===== src/rtl/dispatch_ctrl.sv =====
// Dispatch-stage controller: in-order, credit-gated dispatch of up to WIDTH decoded
// slots per cycle, with halt/illegal shutdown and squash recovery sequencing.
module dispatch_ctrl #(
  parameter  int WIDTH    = 3,
  parameter  int ROB_SIZE = 32,
  parameter  int RS_SIZE  = 16,
  parameter  int LSQ_SIZE = 8,
  localparam int ROB_W    = $clog2(ROB_SIZE + 1),
  localparam int RS_W     = $clog2(RS_SIZE + 1),
  localparam int LSQ_W    = $clog2(LSQ_SIZE + 1)
) (
  input  logic             clock,
  input  logic             reset,
  input  logic [WIDTH-1:0] dec_valid,
  input  logic [WIDTH-1:0] dec_illegal,
  input  logic [WIDTH-1:0] dec_halt,
  input  logic [WIDTH-1:0] dec_mem,
  input  logic [1:0]       rob_free,
  input  logic [1:0]       rs_free,
  input  logic [1:0]       lsq_free,
  input  logic             squash,
  output logic [WIDTH-1:0] dispatch_en,
  output logic [1:0]       dispatch_cnt,
  output logic             stall,
  output logic             halted,
  output logic [ROB_W-1:0] rob_credits,
  output logic [RS_W-1:0]  rs_credits,
  output logic [LSQ_W-1:0] lsq_credits
);

  typedef enum logic [1:0] {
    ST_RUN     = 2'd0,
    ST_HALTED  = 2'd1,
    ST_RECOVER = 2'd2
  } state_t;

  state_t           state_reg, state_next;
  logic [ROB_W-1:0] rob_credits_reg, rob_credits_next;
  logic [RS_W-1:0]  rs_credits_reg, rs_credits_next;
  logic [LSQ_W-1:0] lsq_credits_reg, lsq_credits_next;
  logic             halted_reg;

  logic [WIDTH-1:0] present;
  logic [WIDTH-1:0] need_rs;
  logic [WIDTH-1:0] terminal;

  genvar gi;
  generate
    for (gi = 0; gi < WIDTH; gi++) begin : g_slot
      assign present[gi]  = dec_valid[gi] | dec_illegal[gi];
      assign need_rs[gi]  = ~dec_mem[gi] & ~dec_halt[gi] & ~dec_illegal[gi];
      assign terminal[gi] = dec_halt[gi] | dec_illegal[gi];
    end
  endgenerate

  // In-order grant: each slot must fit in what is left after all older slots.
  logic [WIDTH-1:0] grant;
  logic             term_hit;
  int               rob_use, rs_use, lsq_use;
  logic             stop;
  always_comb begin
    grant    = '0;
    term_hit = 1'b0;
    rob_use  = 0;
    rs_use   = 0;
    lsq_use  = 0;
    stop     = 1'b0;
    for (int k = 0; k < WIDTH; k++) begin
      if (!stop) begin
        if (present[k] &&
            (rob_use + 1 <= int'(rob_credits_reg)) &&
            (rs_use + int'(need_rs[k]) <= int'(rs_credits_reg)) &&
            (lsq_use + int'(dec_mem[k]) <= int'(lsq_credits_reg))) begin
          grant[k] = 1'b1;
          rob_use  = rob_use + 1;
          rs_use   = rs_use + int'(need_rs[k]);
          lsq_use  = lsq_use + int'(dec_mem[k]);
          if (terminal[k]) begin
            term_hit = 1'b1;
            stop     = 1'b1;
          end
        end else begin
          stop = 1'b1;
        end
      end
    end
    // Nothing leaves dispatch outside RUN, while squashing, or in reset.
    if (reset || squash || (state_reg != ST_RUN)) begin
      grant    = '0;
      term_hit = 1'b0;
      rob_use  = 0;
      rs_use   = 0;
      lsq_use  = 0;
    end
  end

  int cnt;
  always_comb begin
    cnt = 0;
    for (int k = 0; k < WIDTH; k++) begin
      cnt = cnt + int'(grant[k]);
    end
  end

  assign dispatch_en  = grant;
  assign dispatch_cnt = 2'(cnt);

  always_comb begin
    stall = 1'b0;
    if (reset) begin
      stall = 1'b0;
    end else if (state_reg != ST_RUN) begin
      stall = 1'b1;
    end else begin
      stall = |(present & ~grant);
    end
  end

  int rob_tmp, rs_tmp, lsq_tmp;
  always_comb begin
    state_next       = state_reg;
    rob_tmp          = int'(rob_credits_reg) - rob_use + int'(rob_free);
    rs_tmp           = int'(rs_credits_reg) - rs_use + int'(rs_free);
    lsq_tmp          = int'(lsq_credits_reg) - lsq_use + int'(lsq_free);
    if (rob_tmp > ROB_SIZE) rob_tmp = ROB_SIZE;
    if (rs_tmp > RS_SIZE)   rs_tmp = RS_SIZE;
    if (lsq_tmp > LSQ_SIZE) lsq_tmp = LSQ_SIZE;
    rob_credits_next = ROB_W'(rob_tmp);
    rs_credits_next  = RS_W'(rs_tmp);
    lsq_credits_next = LSQ_W'(lsq_tmp);

    case (state_reg)
      ST_RUN:     if (term_hit) state_next = ST_HALTED;
      ST_HALTED:  state_next = ST_HALTED;
      ST_RECOVER: state_next = ST_RUN;
      default:    state_next = ST_RUN;
    endcase

    // Squash (and the recovery cycle) discard all in-flight work, so credits refill.
    if (squash) state_next = ST_RECOVER;
    if (squash || (state_reg == ST_RECOVER)) begin
      rob_credits_next = ROB_W'(ROB_SIZE);
      rs_credits_next  = RS_W'(RS_SIZE);
      lsq_credits_next = LSQ_W'(LSQ_SIZE);
    end
  end

  always_ff @(posedge clock) begin
    if (reset) begin
      state_reg       <= ST_RUN;
      rob_credits_reg <= ROB_W'(ROB_SIZE);
      rs_credits_reg  <= RS_W'(RS_SIZE);
      lsq_credits_reg <= LSQ_W'(LSQ_SIZE);
      halted_reg      <= 1'b0;
    end else begin
      state_reg       <= state_next;
      rob_credits_reg <= rob_credits_next;
      rs_credits_reg  <= rs_credits_next;
      lsq_credits_reg <= lsq_credits_next;
      halted_reg      <= (state_next == ST_HALTED);
    end
  end

  assign halted      = halted_reg;
  assign rob_credits = rob_credits_reg;
  assign rs_credits  = rs_credits_reg;
  assign lsq_credits = lsq_credits_reg;

endmodule


===== config.mk =====
export PLATFORM = sky130hd
export DESIGN_NAME = dispatch_ctrl
export DESIGN_NICKNAME = d
export VERILOG_FILES = /design/src/rtl/dispatch_ctrl.sv
export SDC_FILE = /design/constraint.sdc
export NUM_CORES = 1
export LEC_CHECK = 0
export CAP_MARGIN = 20
export CORE_MARGIN = 2
export CORE_UTILIZATION = 54
export DETAILED_ROUTE_END_ITERATION = 6
export GPL_TIMING_DRIVEN = 0
export PLACE_DENSITY = 0.88
export SLEW_MARGIN = 30
export SYNTH_ARGS = -nofsm -noshare
export SYNTH_HDL_FRONTEND = slang
export SYNTH_SLANG_ARGS = --single-unit

===== constraint.sdc =====
create_clock -name clock -period 11.7 [get_ports clock]
set_input_delay 1.755 -clock clock [delete_from_list [all_inputs] [get_ports clock]]
set_output_delay 1.755 -clock clock [all_outputs]
set_load 0.01 [all_outputs]

## After elaboration in Yosys (flattened, before gate mapping)

Index checks and enable logic that the tools add are counted.

| cells by class | value |
|---|---|
| eq/ne operators | 3 |
| bitwise logic cells | 23 |
| order comparisons | 12 |
| $add $sub $neg | 14 |
| reduce and logical (&&, ||, !) cells | 18 |
| muxes and demuxes | 42 |

Operators with widths:

| kind | count |
|---|---|
| 32-bit 2-to-1 mux | 15 |
| 32-bit by 2-bit adder with 32-bit output | 4 |
| 32-bit by 3-bit adder with 32-bit output | 3 |
| 32-bit by 2-bit adder with 32-bit output (second input constant) | 2 |
| 32-bit by 5-bit less-or-equal comparator with 1-bit output | 2 |
| 32-bit by 6-bit less-or-equal comparator with 1-bit output | 2 |
| 32-bit by 7-bit less-or-equal comparator with 1-bit output | 2 |
| 32-bit by 5-bit greater-than comparator with 1-bit output (second input constant) | 1 |
| 32-bit by 6-bit greater-than comparator with 1-bit output (second input constant) | 1 |
| 32-bit by 7-bit greater-than comparator with 1-bit output (second input constant) | 1 |
| 5-bit by 32-bit subtractor with 32-bit output | 1 |
| 6-bit by 32-bit subtractor with 32-bit output | 1 |
| 7-bit by 32-bit subtractor with 32-bit output | 1 |
| 1-bit 2-to-1 mux | 23 |
| 3-bit OR reduction | 4 |
| 1-bit logical AND | 9 |
| 1-bit NOT | 9 |
| 1-bit bitwise AND | 6 |
| 1-bit by 6-bit less-or-equal comparator with 1-bit output (first input constant) | 1 |
| 1-bit OR | 6 |
| 1-bit by 5-bit less-or-equal comparator with 1-bit output | 1 |
| 2-bit by 1-bit == test with 1-bit output (second input constant) | 2 |
| 1-bit by 4-bit less-or-equal comparator with 1-bit output | 1 |
| 2-bit 2-to-1 mux | 2 |
| 10 further kinds | 12 |

| word-level totals | value |
|---|---|
| register bits after elaboration | 18 |
| output and inout port bits | 22 |

## Longest topological paths before layout

| depth | value |
|---|---|
| depth after elaboration | 27 |
| depth in mapped cells | 41 |
| depth with buffers taken out | 39 |

## Worst setup path before layout

Ideal clock, no wire load.

| timing | value |
|---|---|
| path kind | in2reg |
| start point | input port dec_halt[0] |
| end point | register rs_credits_reg[0] (netlist: rs_credits[0]) |
| library setup time | 59 ps |
| slack | 2,496 ps |
| required time | 11,641 ps |
| stages | 38 |
| arrival | 9,145 ps |
| path through | nor2_1 > nand2_1 > ha_1 > or3b_1 > a41oi_2 > and3_1 > buf_6 > and2_2 > ha_1 > ha_1 > nor2b_1 > o211ai_1 > o221ai_1 > nor3_2 > mux2_2 > ha_1 > ha_1 > ha_1 > [2 not listed] > o21ai_0 > and4_1 > clkbuf_1 > mux2i_1 > nor2_1 > fa_1 > inv_1 > ha_1 > a21o_1 > a21o_1 > a21oi_1 > nor2_1 > nor2_1 > ha_1 > or3b_2 > a21o_1 > o21ai_0 > and2_1 |

| between the ends | value |
|---|---|
| longest elaborated chain between the ends | 26 |

Ends and longest elaborated chain:

| what | RTL line | RTL |
|---|---|---|
| start, declared | 16 | `input logic [WIDTH-1:0] dec_halt,` |
| 1-bit NOT | 51 | `assign need_rs[gi] = ~dec_mem[gi] & ~dec_halt[gi] & ~dec_illegal[gi];` |
| 1-bit bitwise AND (2 in a row) | 51 |  |
| 1-bit by 5-bit less-or-equal comparator with 1-bit output | 72 | `(rs_use + int'(need_rs[k]) <= int'(rs_credits_reg)) &&` |
| 1-bit logical AND | 71 | `(rob_use + 1 <= int'(rob_credits_reg)) &&` |
| 1-bit logical AND | 72 |  |
| 1-bit 2-to-1 mux | 70 | `if (present[k] &&` |
| 32-bit by 2-bit adder with 32-bit output | 71, 75 |  |
| 32-bit by 7-bit less-or-equal comparator with 1-bit output | 71 |  |
| [9 not listed] | -- |  |
| 1-bit logical AND | 72 |  |
| 32-bit 2-to-1 mux | 70 |  |
| 32-bit 2-to-1 mux (*) | 69 | `if (!stop) begin` |
| 32-bit 2-to-1 mux (*) | 88 | `if (reset \|\| squash \|\| (state_reg != ST_RUN)) begin` |
| 6-bit by 32-bit subtractor with 32-bit output (*) | 123 | `rs_tmp = int'(rs_credits_reg) - rs_use + int'(rs_free);` |
| 32-bit by 3-bit adder with 32-bit output (*) | 123 |  |
| 32-bit by 6-bit greater-than comparator with 1-bit output | 126 | `if (rs_tmp > RS_SIZE) rs_tmp = RS_SIZE;` |
| 3-bit OR reduction (no line) | -- |  |
| end signal, assigned | 152 | `rs_credits_reg <= RS_W'(RS_SIZE);` |
| end signal, assigned | 158 | `rs_credits_reg <= rs_credits_next;` |
| end, declared | 39 | `logic [RS_W-1:0] rs_credits_reg, rs_credits_next;` |

Mark *: on every way between the ends. The rest lies on a longest branch, timed or not.
A chain may end at the register's enable or synchronous reset.

## Final worst setup path

| timing | value |
|---|---|
| start point | input port dec_illegal[0] |
| end point | output port dispatch_cnt[0] |

| between the ends | value |
|---|---|
| longest elaborated chain between the ends | 22 |

Ends and longest elaborated chain:

| what | RTL line | RTL |
|---|---|---|
| start, declared | 15 | `input logic [WIDTH-1:0] dec_illegal,` |
| 1-bit NOT | 51 |  |
| 1-bit bitwise AND | 51 |  |
| 1-bit by 5-bit less-or-equal comparator with 1-bit output | 72 |  |
| 1-bit logical AND | 71 |  |
| 1-bit logical AND | 72 |  |
| 1-bit 2-to-1 mux | 70 |  |
| 32-bit by 2-bit adder with 32-bit output | 71, 75 |  |
| 32-bit by 7-bit less-or-equal comparator with 1-bit output | 71 |  |
| [6 not listed] | -- |  |
| 32-bit by 7-bit less-or-equal comparator with 1-bit output | 71 |  |
| 1-bit logical AND | 70 |  |
| 1-bit logical AND | 71 |  |
| 1-bit logical AND | 72 |  |
| 1-bit 2-to-1 mux | 70 |  |
| 1-bit 2-to-1 mux | 69 |  |
| 3-bit 2-to-1 mux (*) | 88 |  |
| 2-bit by 1-bit adder with 2-bit output (*) | 101 | `cnt = cnt + int'(grant[k]);` |
| end, declared | 23 | `output logic [1:0] dispatch_cnt,` |

Marks and branches as above.

==> results by group <==
Worst setup path
  – R2R cell count: 39
  – Max stage delay on crit path: 0.49 ns
  – RR Endpoint: rs_credits[1]$_SDFF_PP0_
  – Worst-path fanout max: 9
  – Cell mode on critical path: ha_1
  – Worst setup SP type: primary input
  – Slowest-stage cell, CP: fa_1
  – R2R Setup Slk: 3.27 ns
  – Setup Crit Path Kind: primary input to output pin
  – Reg2Reg Launch Point: rob_credits[5]$_SDFF_PP1_
  – Critical Path AT: 8.99 ns
  – Critical path endpoint category: output pin
  – Critical Path RT: 9.95 ns

Route
  – Post-route antenna net violation count: 0
  – Via/cell ratio: between 5 and 6
  – Drt drc: 0
  – Router iterations before antenna repair: 4
  – Total Routed Length: 6010 µm
  – DRT iter0 DRCs: 201
  – Via count: 2251
  – Per-cell routed wire length: 15.1 µm

Power and ir drop
  – Flop pwr share: 16.8%
  – Leak: 1.38 nW
  – Peak VDD IR: between 0.1 and 0.15 mV
  – Clock network fraction of total power: 7.9%
  – Sw Ratio: 47.4%
  – Internal power: 310 µW
  – PnR Total Power: ~590 µW
  – Psw: 279 µW
  – Logic gate share of total power: 75.4%
  – PwrDens: 196 nW/µm²

Timing
  – Fin crit share: roughly nine tenths
  – Minimum clock period: ~11 ns
  – Slew @ Worst Pin: 0.737 ns
  – Worst Clk Skew: roughly 0.0030 ns
  – Final Hold Vio Count: 0
  – Unrepaired setup endpoints after global routing: no
  – Slew HR: 50.3%
  – Slew Limit Fails: 0
  – Max Freq: 93.1 MHz
  – Final setup viols: 0
  – Setup Total Neg Slack: 0 ns

Logic synthesis
  – Synth area leaders: ha_1 (28%), dfxtp_1 (15%), inv_1 (7.4%), fa_1 (5.7%), nor2_1 (4.4%)
  – Yosys warnings: 0
  – Synth area leader: ha_1
  – Async set-reset flop share out of synthesis: 0%
  – Post-synth top cells: ha_1 (56), inv_1 (49), nor2_1 (29)
  – Post-Syn Area: 2480 µm²
  – Seq/Total Area, Yosys: 14.5%
  – Seq cells post-synth: 18
  – Syn nets: ~380
  – Syn Area/Cell: 8.26 µm²
  – Top_reg_cell synth: dfxtp_1
  – Syn Inst Count: 300
  – Most numerous cell in the Yosys netlist: ha_1
  – Post-synth EDFFs: 0
  – Area fraction of the dominant cell type after synthesis: 28.3%
  – Distinct cells, synth: about 60

Clock tree
  – CTS tree: built
  – H-Tree Depth: 1
  – Clock buffer depth: 2
  – Resized Gates After CTS: 0
  – Cts hold-fix bufs: 0
  – CTS root buf: clkbuf_8
  – Post-CTS Setup Bufs: 0
  – Reg clk slew, reported paths: approximately 0.07 ns
  – TritonCTS Buffers: 3
  – Worst skew pair latency: 0.26 ns
  – CTS Sinks: 18

Floorplanning
  – # IOs: 43
  – Die area: 5150 µm²
  – Initial Util: approximately 57%
  – Die width: 71.8 µm
  – Die H: 71.8 µm
  – Core area: approximately 4400 µm²
  – Number of placement rows: 24

Hold path
  – Worst Hold Depth: 3
  – Worst hold path class: flip-flop to flip-flop
  – Hold_sp: state_reg[1]$_SDFF_PP0_
  – Hold endpoint: halted$_SDFF_PP0_

Place
  – PortBufs: 42
  – Placed cell count: 394
  – DP Area: about 3000 µm²
  – Final Wtd Congestion: 0.936
  – DPL Wire Length: 4900 µm

Finish
  – Nets: 431
  – Area delta synth->final: 21.3%
  – Max reg flops: 6
  – Finished Layout Cells: 397
  – Layout cells sized above 1: under 10%
  – Post-route cell area: 3010 µm²
  – Antenna diodes: 0

GRT
  – Largest net degree at the start of global routing: 10
  – Aggregate global routing overflow: 0
  – First-pass GRT wire length: 10500 µm
  – Vias in the first global route: about 2400
  – Initial antenna violation count: 0
  – Total GRT Usage: between 20% and 30%

Status
  – Outcome: complete, no violations

Job
  – Number of max-cap violations: 0
-- per-layer routing --
layer  vias to the layer above  global-route usage, %  share of wire (%)
met5                         -                      0                  0
met4                         0                   8.60                2.5
met3                        18                   3.23                5.3
met2                        68                   42.6                 47
met1                      1022                   33.0                 45
li1                       1143                      -                  -
-- how the worst max path moves through the flow --
stage | startpoint | end | slack, ns | cells past startpoint
CTS | dec_halt[0] | dispatch_cnt[0] | 1.04 | 26
global route | dec_illegal[0] | dispatch_cnt[0] | 0.48 | 28
detailed placement | dec_illegal[0] | rs_credits[1]$_SDFF_PP0_ | 1.03 | 39
floorplan | dec_halt[0] | rs_credits[0]$_SDFF_PP0_ | 2.50 | 38
finish | dec_illegal[0] | dispatch_cnt[0] | 0.96 | 28
global placement | dec_illegal[0] | dispatch_cnt[0] | 1.20 | 26
-- cell usage in the layout (no fill, tap or decap), drive strengths merged, types with 3 or more instances in the layout --
master and instances:
fa 7, nor4 3, xor2 3, clkdlybuf4s50 42
nand2b 6, or2 3, nand4 4, xnor2 6
a21o 5, ha 56, dfxtp 18, a21oi 8
o21a 3, o21ai 9, nand3 3, nor2 29
a211oi 4, nand2 16, and2 9, and3 4
inv 49, nor2b 10, nor3 8, a31oi 3
mux2i 4, clkbuf 4
-- critical path, delay by kind of cell --
kind | cells | cell delay, ns
fa+ha+maj | 7 | 2.00
buf+inv | 4 | 1.28
simple gates | 11 | 2.72
compound gates | 6 | 1.22
-- metrics by stage --
step                hold slack (ns)  utilization, %  setup WS [ns]
floorplan                     0.585               -           2.50
global placement              0.618            67.6           1.20
detailed placement            0.664            67.6           1.03
CTS                           0.680            68.6           1.04
global route                  0.717            68.6          0.478
finish                        0.693            68.6          0.957
-- power by group through the flow --
stage	Sequential, mW	Combinational, mW	Clock [mW]
floorplan	0.100	0.320	0
global placement	0.0986	0.418	0
detailed placement	0.0999	0.437	0
CTS	0.0985	0.442	0.0478
global route	0.101	0.499	0.0503
finish	0.0988	0.444	0.0462
-- cell type report --
| cell class | instances | area [µm²] |
|---|---|---|
| Buffer | 2 | 15.0 |
| Inverter | 49 | 184 |
| Fill cell | 346 | 1380 |
| Clock buffer | 3 | 41.3 |
| Sequential cell | 18 | 360 |
| Multi-Input combinational cell | 231 | 1920 |
| Timing Repair Buffer | 42 | 420 |
| Tap cell | 52 | 65.1 |
-- logic make-up (layout without fill, tap and decap cells) --
| logic type | Yosys count | in the layout | share of synthesized area (%) |
|---|---|---|---|
| AND/OR/NAND/NOR | 102 | 102 | 22.8 |
| multiplexers | 5 | 5 | 2.07 |
| XOR/XNOR | 9 | 9 | 3.18 |
| flip-flops | 18 | 18 | 14.5 |
| buffers and inverters | 51 | 96 | 8.03 |
| adder cells (fa/ha/maj) | 63 | 63 | 33.9 |
| AO/OA/AOI/OAI | 52 | 52 | 15.4 |
Note: power is estimated with default switching activity, not from simulation.
